**config.mk**
```make
export PLATFORM = sky130hd
export DESIGN_NAME = l2_request_arbiter
export DESIGN_NICKNAME = d
export VERILOG_FILES = /design/src/rtl/l2_request_arbiter.sv
export SDC_FILE = /design/constraint.sdc
export NUM_CORES = 1
export LEC_CHECK = 0
export CORE_AREA = 4 4 101 103
export DETAILED_ROUTE_END_ITERATION = 12
export DIE_AREA = 0 0 105 107
export PLACE_DENSITY_LB_ADDON = 0.2
export SKIP_LAST_GASP = 1
export SLEW_MARGIN = 20
export SYNTH_ARGS = -nofsm -noshare
export SYNTH_HDL_FRONTEND = slang
export SYNTH_SLANG_ARGS = --single-unit
```
**constraint.sdc**
```tcl
create_clock -name clk -period 1.3 [get_ports clk]
set_input_delay 0.195 -clock clk [delete_from_list [all_inputs] [get_ports clk]]
set_output_delay 0.195 -clock clk [all_outputs]
set_load 0.03 [all_outputs]
```
**src/rtl/l2_request_arbiter.sv**
```systemverilog
// l2_request_arbiter: round-robin arbiter placing the icache and dcache L2
// request channels onto the single L2 request channel. A grant is held for a
// client's whole multi-beat operation, i.e. until that client drops valid.
// Optional feature macro: L2_ARB_PERF_COUNTERS_EN adds per-client grant counters.

package l2_arb_pkg;
  typedef enum logic {
    LOAD  = 1'b0,
    STORE = 1'b1
  } memory_operation_e;
endpackage

module l2_request_arbiter
  import l2_arb_pkg::*;
#(
  parameter int ADDR_WIDTH = 32,
  parameter int DATA_WIDTH = 32
) (
  input  logic                  clk,
  input  logic                  reset_n,
  // icache client
  input  logic                  ic_req_valid,
  input  memory_operation_e     ic_req_type,
  input  logic [ADDR_WIDTH-1:0] ic_req_address,
  output logic                  ic_req_fulfilled,
  output logic [DATA_WIDTH-1:0] ic_rdata,
  // dcache client
  input  logic                  dc_req_valid,
  input  memory_operation_e     dc_req_type,
  input  logic [ADDR_WIDTH-1:0] dc_req_address,
  input  logic [DATA_WIDTH-1:0] dc_req_wdata,
  output logic                  dc_req_fulfilled,
  output logic [DATA_WIDTH-1:0] dc_rdata,
  // L2 channel
  output logic                  l2_req_valid,
  output memory_operation_e     l2_req_type,
  output logic [ADDR_WIDTH-1:0] l2_req_address,
  output logic [DATA_WIDTH-1:0] l2_req_wdata,
  input  logic                  l2_req_fulfilled,
  input  logic [DATA_WIDTH-1:0] l2_rdata
`ifdef L2_ARB_PERF_COUNTERS_EN
  ,
  output logic [31:0]           ic_grant_count,
  output logic [31:0]           dc_grant_count
`endif
);

  typedef enum logic [1:0] {
    ST_IDLE     = 2'b00,
    ST_GRANT_IC = 2'b01,
    ST_GRANT_DC = 2'b10
  } state_e;

  typedef enum logic {
    LG_IC = 1'b0,
    LG_DC = 1'b1
  } last_grant_e;

  state_e      state;
  state_e      next_state;
  last_grant_e last_grant;
  logic        take_ic;
  logic        take_dc;

  // Next-state selection: round-robin tie break from idle, hold while owner valid
  always_comb begin
    next_state = state;
    take_ic    = 1'b0;
    take_dc    = 1'b0;
    case (state)
      ST_IDLE: begin
        if (ic_req_valid && dc_req_valid) begin
          if (last_grant == LG_DC) begin
            next_state = ST_GRANT_IC;
            take_ic    = 1'b1;
          end else begin
            next_state = ST_GRANT_DC;
            take_dc    = 1'b1;
          end
        end else if (ic_req_valid) begin
          next_state = ST_GRANT_IC;
          take_ic    = 1'b1;
        end else if (dc_req_valid) begin
          next_state = ST_GRANT_DC;
          take_dc    = 1'b1;
        end
      end
      ST_GRANT_IC: if (!ic_req_valid) next_state = ST_IDLE;
      ST_GRANT_DC: if (!dc_req_valid) next_state = ST_IDLE;
      default: begin
        next_state = state_e'('x);
        take_ic    = 1'bx;
        take_dc    = 1'bx;
      end
    endcase
  end

  // State and round-robin history registers
  always_ff @(posedge clk or negedge reset_n) begin
    if (!reset_n) begin
      state      <= ST_IDLE;
      last_grant <= LG_DC;
    end else begin
      state <= next_state;
      if (take_ic) begin
        last_grant <= LG_IC;
      end else if (take_dc) begin
        last_grant <= LG_DC;
      end
    end
  end

  // Output steering: combinational pass-through of the granted client
  always_comb begin
    ic_rdata = l2_rdata;
    dc_rdata = l2_rdata;
    case (state)
      ST_IDLE: begin
        l2_req_valid     = 1'b0;
        l2_req_type      = LOAD;
        l2_req_address   = '0;
        l2_req_wdata     = '0;
        ic_req_fulfilled = 1'b0;
        dc_req_fulfilled = 1'b0;
      end
      ST_GRANT_IC: begin
        l2_req_valid     = ic_req_valid;
        l2_req_type      = ic_req_type;
        l2_req_address   = ic_req_address;
        l2_req_wdata     = '0;
        ic_req_fulfilled = l2_req_fulfilled;
        dc_req_fulfilled = 1'b0;
      end
      ST_GRANT_DC: begin
        l2_req_valid     = dc_req_valid;
        l2_req_type      = dc_req_type;
        l2_req_address   = dc_req_address;
        l2_req_wdata     = dc_req_wdata;
        ic_req_fulfilled = 1'b0;
        dc_req_fulfilled = l2_req_fulfilled;
      end
      default: begin
        l2_req_valid     = 1'bx;
        l2_req_type      = memory_operation_e'('x);
        l2_req_address   = 'x;
        l2_req_wdata     = 'x;
        ic_req_fulfilled = 1'bx;
        dc_req_fulfilled = 1'bx;
        ic_rdata         = 'x;
        dc_rdata         = 'x;
      end
    endcase
  end

`ifdef L2_ARB_PERF_COUNTERS_EN
  logic [31:0] ic_grant_cnt_q;
  logic [31:0] dc_grant_cnt_q;

  // Grant counters: one increment per idle-to-grant transition, natural wrap
  always_ff @(posedge clk or negedge reset_n) begin
    if (!reset_n) begin
      ic_grant_cnt_q <= '0;
      dc_grant_cnt_q <= '0;
    end else begin
      if (take_ic) ic_grant_cnt_q <= ic_grant_cnt_q + 32'd1;
      if (take_dc) dc_grant_cnt_q <= dc_grant_cnt_q + 32'd1;
    end
  end

  assign ic_grant_count = ic_grant_cnt_q;
  assign dc_grant_count = dc_grant_cnt_q;
`endif

endmodule

```
==> results of run 1 <==
-- what timing repair did --
item | CTS | global route
cloned | 5 | 1
pin swaps | 18 | 14
setup buffers | 4 | 2
setup endpoints to repair | 71 | 71
gates resized for setup | 81 | 24
hold endpoints to repair | 0 | 0
-- cell type report --
| class | count | area (µm²) |
|---|---|---|
| Fill cell | 892 | 5440 |
| Multi-Input combinational cell | 117 | 1370 |
| Timing Repair Buffer | 197 | 2110 |
| Tap cell | 111 | 139 |
| Clock buffer | 4 | 45.0 |
| Sequential cell | 3 | 77.6 |
| Inverter | 3 | 16.3 |
-- cells in the final DEF (no fill, tap or decap), drive strengths merged, types with 2 or more instances in the layout --
| cell | netlist | final |
|---|---|---|
| a22oi | 34 | 34 |
| ha | 5 | 5 |
| inv | 3 | 3 |
| o21ai | 3 | 3 |
| clkdlybuf4s50 | 0 | 102 |
| clkbuf | 6 | 5 |
| dfrtp | 2 | 2 |
| buf | 72 | 94 |
| nor2b | 34 | 34 |
| and2 | 33 | 33 |
-- per-stage QoR --
stage,total power [mW],util
floorplan,4.45,-
global route,8.22,0.409
finish,7.79,0.409
detailed placement,6.03,0.348
CTS,7.63,0.398
global placement,6.03,0.348
-- synth_stat cells (all sizes together) --
| master | instances | area [µm²] |
|---|---|---|
| a21boi | 1 | 11.3 |
| mux2i | 1 | 10.0 |
| and2b | 1 | 7.51 |
| nor2 | 1 | 3.75 |
| dfrtp | 2 | 50.1 |
| ha | 5 | 62.6 |
| buf | 72 | 527 |
| inv | 3 | 11.3 |
| and2 | 33 | 206 |
| clkbuf | 6 | 22.5 |
| dfstp | 1 | 26.3 |
| a22oi | 34 | 269 |
| nor2b | 34 | 213 |
| nand2b | 1 | 6.26 |
| a21bo | 1 | 10.0 |
| o21ai | 3 | 15.0 |
| nand4 | 1 | 6.26 |
| nor3b | 1 | 7.51 |
-- worst max path at each step --
| stage | from | to | slack (ns) | cells after the start |
|---|---|---|---|---|
| after floorplan | state[0] | l2_req_address[16] | -0.13 | 6 |
| final | state[0] | l2_req_valid | -0.45 | 5 |
| after global placement | state[0] | l2_req_valid | -0.28 | 5 |
| after global routing | state[0] | l2_req_address[27] | -0.50 | 6 |
| after CTS | state[1] | l2_req_address[7] | -0.44 | 6 |
| after detailed placement | state[1] | l2_req_address[14] | -0.29 | 6 |
-- state kept, by name, indices dropped and copies added (netlist names) --
register    count
state           2
last_grant      1
-- cells by family (layout without fill, tap and decap cells) --
group,after synthesis,after routing,share of synthesized area
DFF,3,3,0.0521
buffers and inverters,81,204,0.383
adders and majority gates,5,5,0.0427
AOI/OAI and AO/OA,39,39,0.208
and+or+nand+nor,72,72,0.307
muxes,1,1,0.00683
-- power by group through the flow --
stage	logic (mW)	registers [mW]	clock network (mW)
floorplan	4.27	0.174	0
global placement	5.85	0.180	0
detailed placement	5.85	0.185	0
CTS	7.14	0.199	0.284
global route	7.71	0.213	0.294
finish	7.31	0.206	0.275
-- routing by layer --
layer,vias up,track usage,share of wire
met4,0,0.0431,0.037
met2,130,0.211,0.53
met3,36,0.0482,0.11
met1,828,0.107,0.32
li1,850,-,-
met5,-,0,0
==> run summary, run 1 <==
outcome: complete, but fails checks
failing checks: setup timing
setup_tns: -26.30 ns
Setup WS post-layout: -0.450 ns
number of DRC markers in iteration 0: 39
PwrDens: 2070 mW/mm²
combinational share of power: 0.938
die area: 0.0112 mm²
layout cells sized above 1: 0.645
Post-Synthesis Cells: 201
PortBufs: 170
drt drc: 0
Crit path buffers/inverters: 2
CP arrival: 1.56 ns
vias in the first global route: 2000
Post-DP HPWL: 5280 µm
clk buf depth: 2
critical path class: flop to output port
clock transition at the registers of the reported paths: 0.03 ns
Post-Syn Area: 0.00147 mm²
GRT Residual Overflow: 0
DP Area: 0.00320 mm²
Routed wire per std cell: 16.2 µm
die span in y: 107 µm
IO Pins: 267
relative slew slack: 0.869
CTS Sinks: 3
register area share after synthesis: 0.0521
capturing point of the worst reg2reg path: state[1]
Period minus WS final: 1.75 ns
RSZ-0062 raised after global routing: yes
CORE AREA: 0.00920 mm²
FMAX: 0.571 GHz
startpoint types: flop
CTS Buf Count: 3
Hold Slack: 0.185 ns
Layout Nets: 465
Clk pwr share: 0.035
n_diodes: 0
Layout Cells excl Fill: 435
Int Pwr: 4.37 mW
total iterations of the first detailed-routing run: 4
Die X: 105 µm
endpoint class of the critical path: output port
total wire length: 7060 µm
All-Layer GR Usage: 0.112
cell-by-cell trace of the critical path: buf_6 > ha_4 > a22oi_4 > and2b_2 > buf_12
Root Buffer: clkbuf_8
# setup viols final: 70
Max-Cap Viols: 0
Final Cycle Share: 1.35
reg2reg setup slack: -0.23 ns
clk_skew: 0.00215 ns
row count: 35
Final ANT Viol Nets: 0
Yosys reg bits: 3
crit path max-delay cell type: dfrtp_1
YS warnings: 0
area delta synth->final: 157%
Place WS: -0.292 ns
Max VDD drop: 642 µV
cts hold-fix bufs: 0
placer congestion estimate: 0.695
worst-margin pin slew: 0.195 ns
Clk Latency, worst-skew pair: 0.22 ns
Reg power frac: 0.026
Slew Limit Fails: 0
Design Area, Final: 0.00376 mm²
worst reg2reg path depth: 6
syn avg cell area: 7.29 µm²
Final Hold Vio Count: 0
initial antenna violation count: 0
vias: 1844
leakage: 1.54 nW
crit-path max FO: 5
CTS H-Tree Depth: 1
critical path required time: 1.11 ns
Worst path top cell family by delay: flip-flops
first-pass GRT wire length: 10000 µm
Sw Ratio: 0.439
Synth cell types: 21
vias per cell: 4.24
class of the worst hold path: input pin to async pin
switching pwr: 3.42 mW
worst stage delay on the critical path: 0.42 ns
largest net degree at the start of global routing: 21
CTS tree: yes
RR Startpoint: state[0]
starting density of the core: 0.159
Syn Nets: 341
placed cell count: 421
Power figures use the tool's default switching activity.
==> inputs of run 2 (changes only) <==
--- a/config.mk
+++ b/config.mk
@@ -6,9 +6,11 @@
 export NUM_CORES = 1
 export LEC_CHECK = 0
 export CORE_AREA = 4 4 101 103
+export CTS_BUF_LIST = sky130_fd_sc_hd__clkbuf_8
 export DETAILED_ROUTE_END_ITERATION = 12
 export DIE_AREA = 0 0 105 107
 export PLACE_DENSITY_LB_ADDON = 0.2
+export SKIP_CTS_REPAIR_TIMING = 1
 export SKIP_LAST_GASP = 1
 export SLEW_MARGIN = 20
 export SYNTH_ARGS = -nofsm -noshare
==> run summary, run 2 (same netlist as run 1, synthesis figures left out) <==
outcome: complete, but fails checks
failing checks: setup timing
PortBufs: 170 (unchanged)
vias: 1787 (-3.1%)
starting density of the core: 0.159 (unchanged)
clock transition at the registers of the reported paths: 0.03 ns (about the same)
relative slew slack: 0.858 (-0.0113)
Root Buffer: clkbuf_8
layout cells sized above 1: 0.618 (-0.0268)
Die X: 105 µm (unchanged)
CP Launch Point: state[1]
vias per cell: 4.18 (-1.5%)
Final Hold Vio Count: 0 (unchanged)
GRT Residual Overflow: 0 (unchanged)
# setup viols final: 71 (+1.4%)
PwrDens: 1970 mW/mm² (-5.1%)
critical path required time: 1.11 ns (about the same)
startpoint types: flop
Period minus WS final: 1.76 ns (+0.00634 ns)
Final ANT Viol Nets: 0 (unchanged)
n_diodes: 0 (unchanged)
RSZ-0062 raised after global routing: yes
Layout Nets: 458 (-1.5%)
CTS tree: yes
fillcell total: 922 (+3.4%)
row count: 35 (unchanged)
CP arrival: 1.56 ns (about the same)
worst-margin pin slew: 0.213 ns (+0.0184 ns)
endpoint class of the critical path: output port
Clk Latency, worst-skew pair: 0.22 ns (about the same)
CTS Buf Count: 3 (unchanged)
Final Cycle Share: 1.35 (+0.00487)
Layout Cells excl Fill: 428 (-1.6%)
Slew Limit Fails: 0 (unchanged)
placed cell count: 421 (unchanged)
CORE AREA: 0.00920 mm² (unchanged)
clk_skew: 0.00191 ns (-0.000239 ns)
initial antenna violation count: 0 (unchanged)
crit-path max FO: 14 (+9)
largest net degree at the start of global routing: 32 (+52%)
Hold Slack: 0.188 ns (+0.00258 ns)
Setup WS post-layout: -0.457 ns (-0.00634 ns)
drt drc: 0 (unchanged)
CTS Sinks: 3 (unchanged)
critical path class: flop to output port
Max VDD drop: 564 µV (-12%)
total wire length: 6530 µm (-7.6%)
commonest non-fill, non-tap cells in the layout: clkdlybuf4s50_1 (102), buf_4 (76), a22oi_2 (29), nor2b_4 (29), and2_2 (18)
vias in the first global route: 1864 (-6.8%)
placer congestion estimate: 0.695 (unchanged)
number of DRC markers in iteration 0: 46 (+18%)
area delta synth->final: 133%
die area: 0.0112 mm² (unchanged)
IO Pins: 267 (unchanged)
total iterations of the first detailed-routing run: 3 (-1)
FMAX: 0.569 GHz (-0.36%)
DP Area: 0.00320 mm² (unchanged)
Top Registers: state (2), last_grant (1)
CTS H-Tree Depth: 1 (unchanged)
clk buf depth: 2 (unchanged)
All-Layer GR Usage: 0.0982 (-0.0139)
commonest non-fill, non-tap cell in the layout: clkdlybuf4s50_1
RR Startpoint: state[1]
class of the worst hold path: input pin to async pin
Post-DP HPWL: 5280 µm (unchanged)
max reg flops: 2 (unchanged)
Max-Cap Viols: 0 (unchanged)
largest register by flop count: state
Design Area, Final: 0.00342 mm² (-9.1%)
leakage: 1.42 nW (-7.9%)
die span in y: 107 µm (unchanged)
Routed wire per std cell: 15.3 µm (-6.1%)
first-pass GRT wire length: 8940 µm (-11%)
==> run 2: path summary, 6_finish.rpt <==
path / endpoint / slack (ns) / depth (start not counted)
max in group asynchronous: last_grant / 0.87 / 1
hold / removal: state[0] / 0.19 / 1
setup reg to reg: state[1] / -0.10 / 5
setup / recovery: l2_req_address[11] / -0.46 / 6
hold reg to reg: last_grant / 0.51 / 2
min in group clk: dc_rdata[0] / 0.39 / 0
==> run 2: power by group <==
part	internal (mW)	switching [mW]
clock	0.201	0.0646
combinational	3.23	3.01
sequential	0.152	0.0563
==> run 2: final cells by class <==
class | instances | area (µm²) | share of cell area
Clock inverter | 1 | 3.75 | 0.00110
Multi-Input combinational cell | 117 | 1320 | 0.387
Tap cell | 111 | 139 | 0.0406
Timing Repair Buffer | 190 | 1820 | 0.532
Inverter | 3 | 13.8 | 0.00403
Clock buffer | 3 | 41.3 | 0.0121
Sequential cell | 3 | 78.8 | 0.0231
==> run 2: per-stage QoR <==
| step | util | power, mW | setup slack, ns | TNS [ns] |
|---|---|---|---|---|
| after CTS | 0.353 | 6.33 | -0.543 | -30.13 |
| final | 0.372 | 6.72 | -0.457 | -25.91 |
| after global placement | 0.348 | 6.03 | -0.281 | -12.71 |
| after detailed placement | 0.348 | 6.03 | -0.292 | -13.95 |
| after floorplan | - | 4.45 | -0.130 | -4.19 |
| after global routing | 0.372 | 7.14 | -0.541 | -30.96 |
==> run 2: critical path: stages, from the launching register on <==
cell and delay [ns]:
dfrtp_2 0.45, inv_2 0.13, ha_4 0.23, buf_12 0.18, a22oi_2 0.08, nor2b_4 0.11, buf_4 0.16
==> run 2: routing by layer <==
layer	global-route usage	vias to the layer above	wire length [µm]
met5	0	-	0
met4	0.0412	0	248
met3	0.0512	34	821
met2	0.179	127	3370
met1	0.0919	792	2090
li1	-	834	-
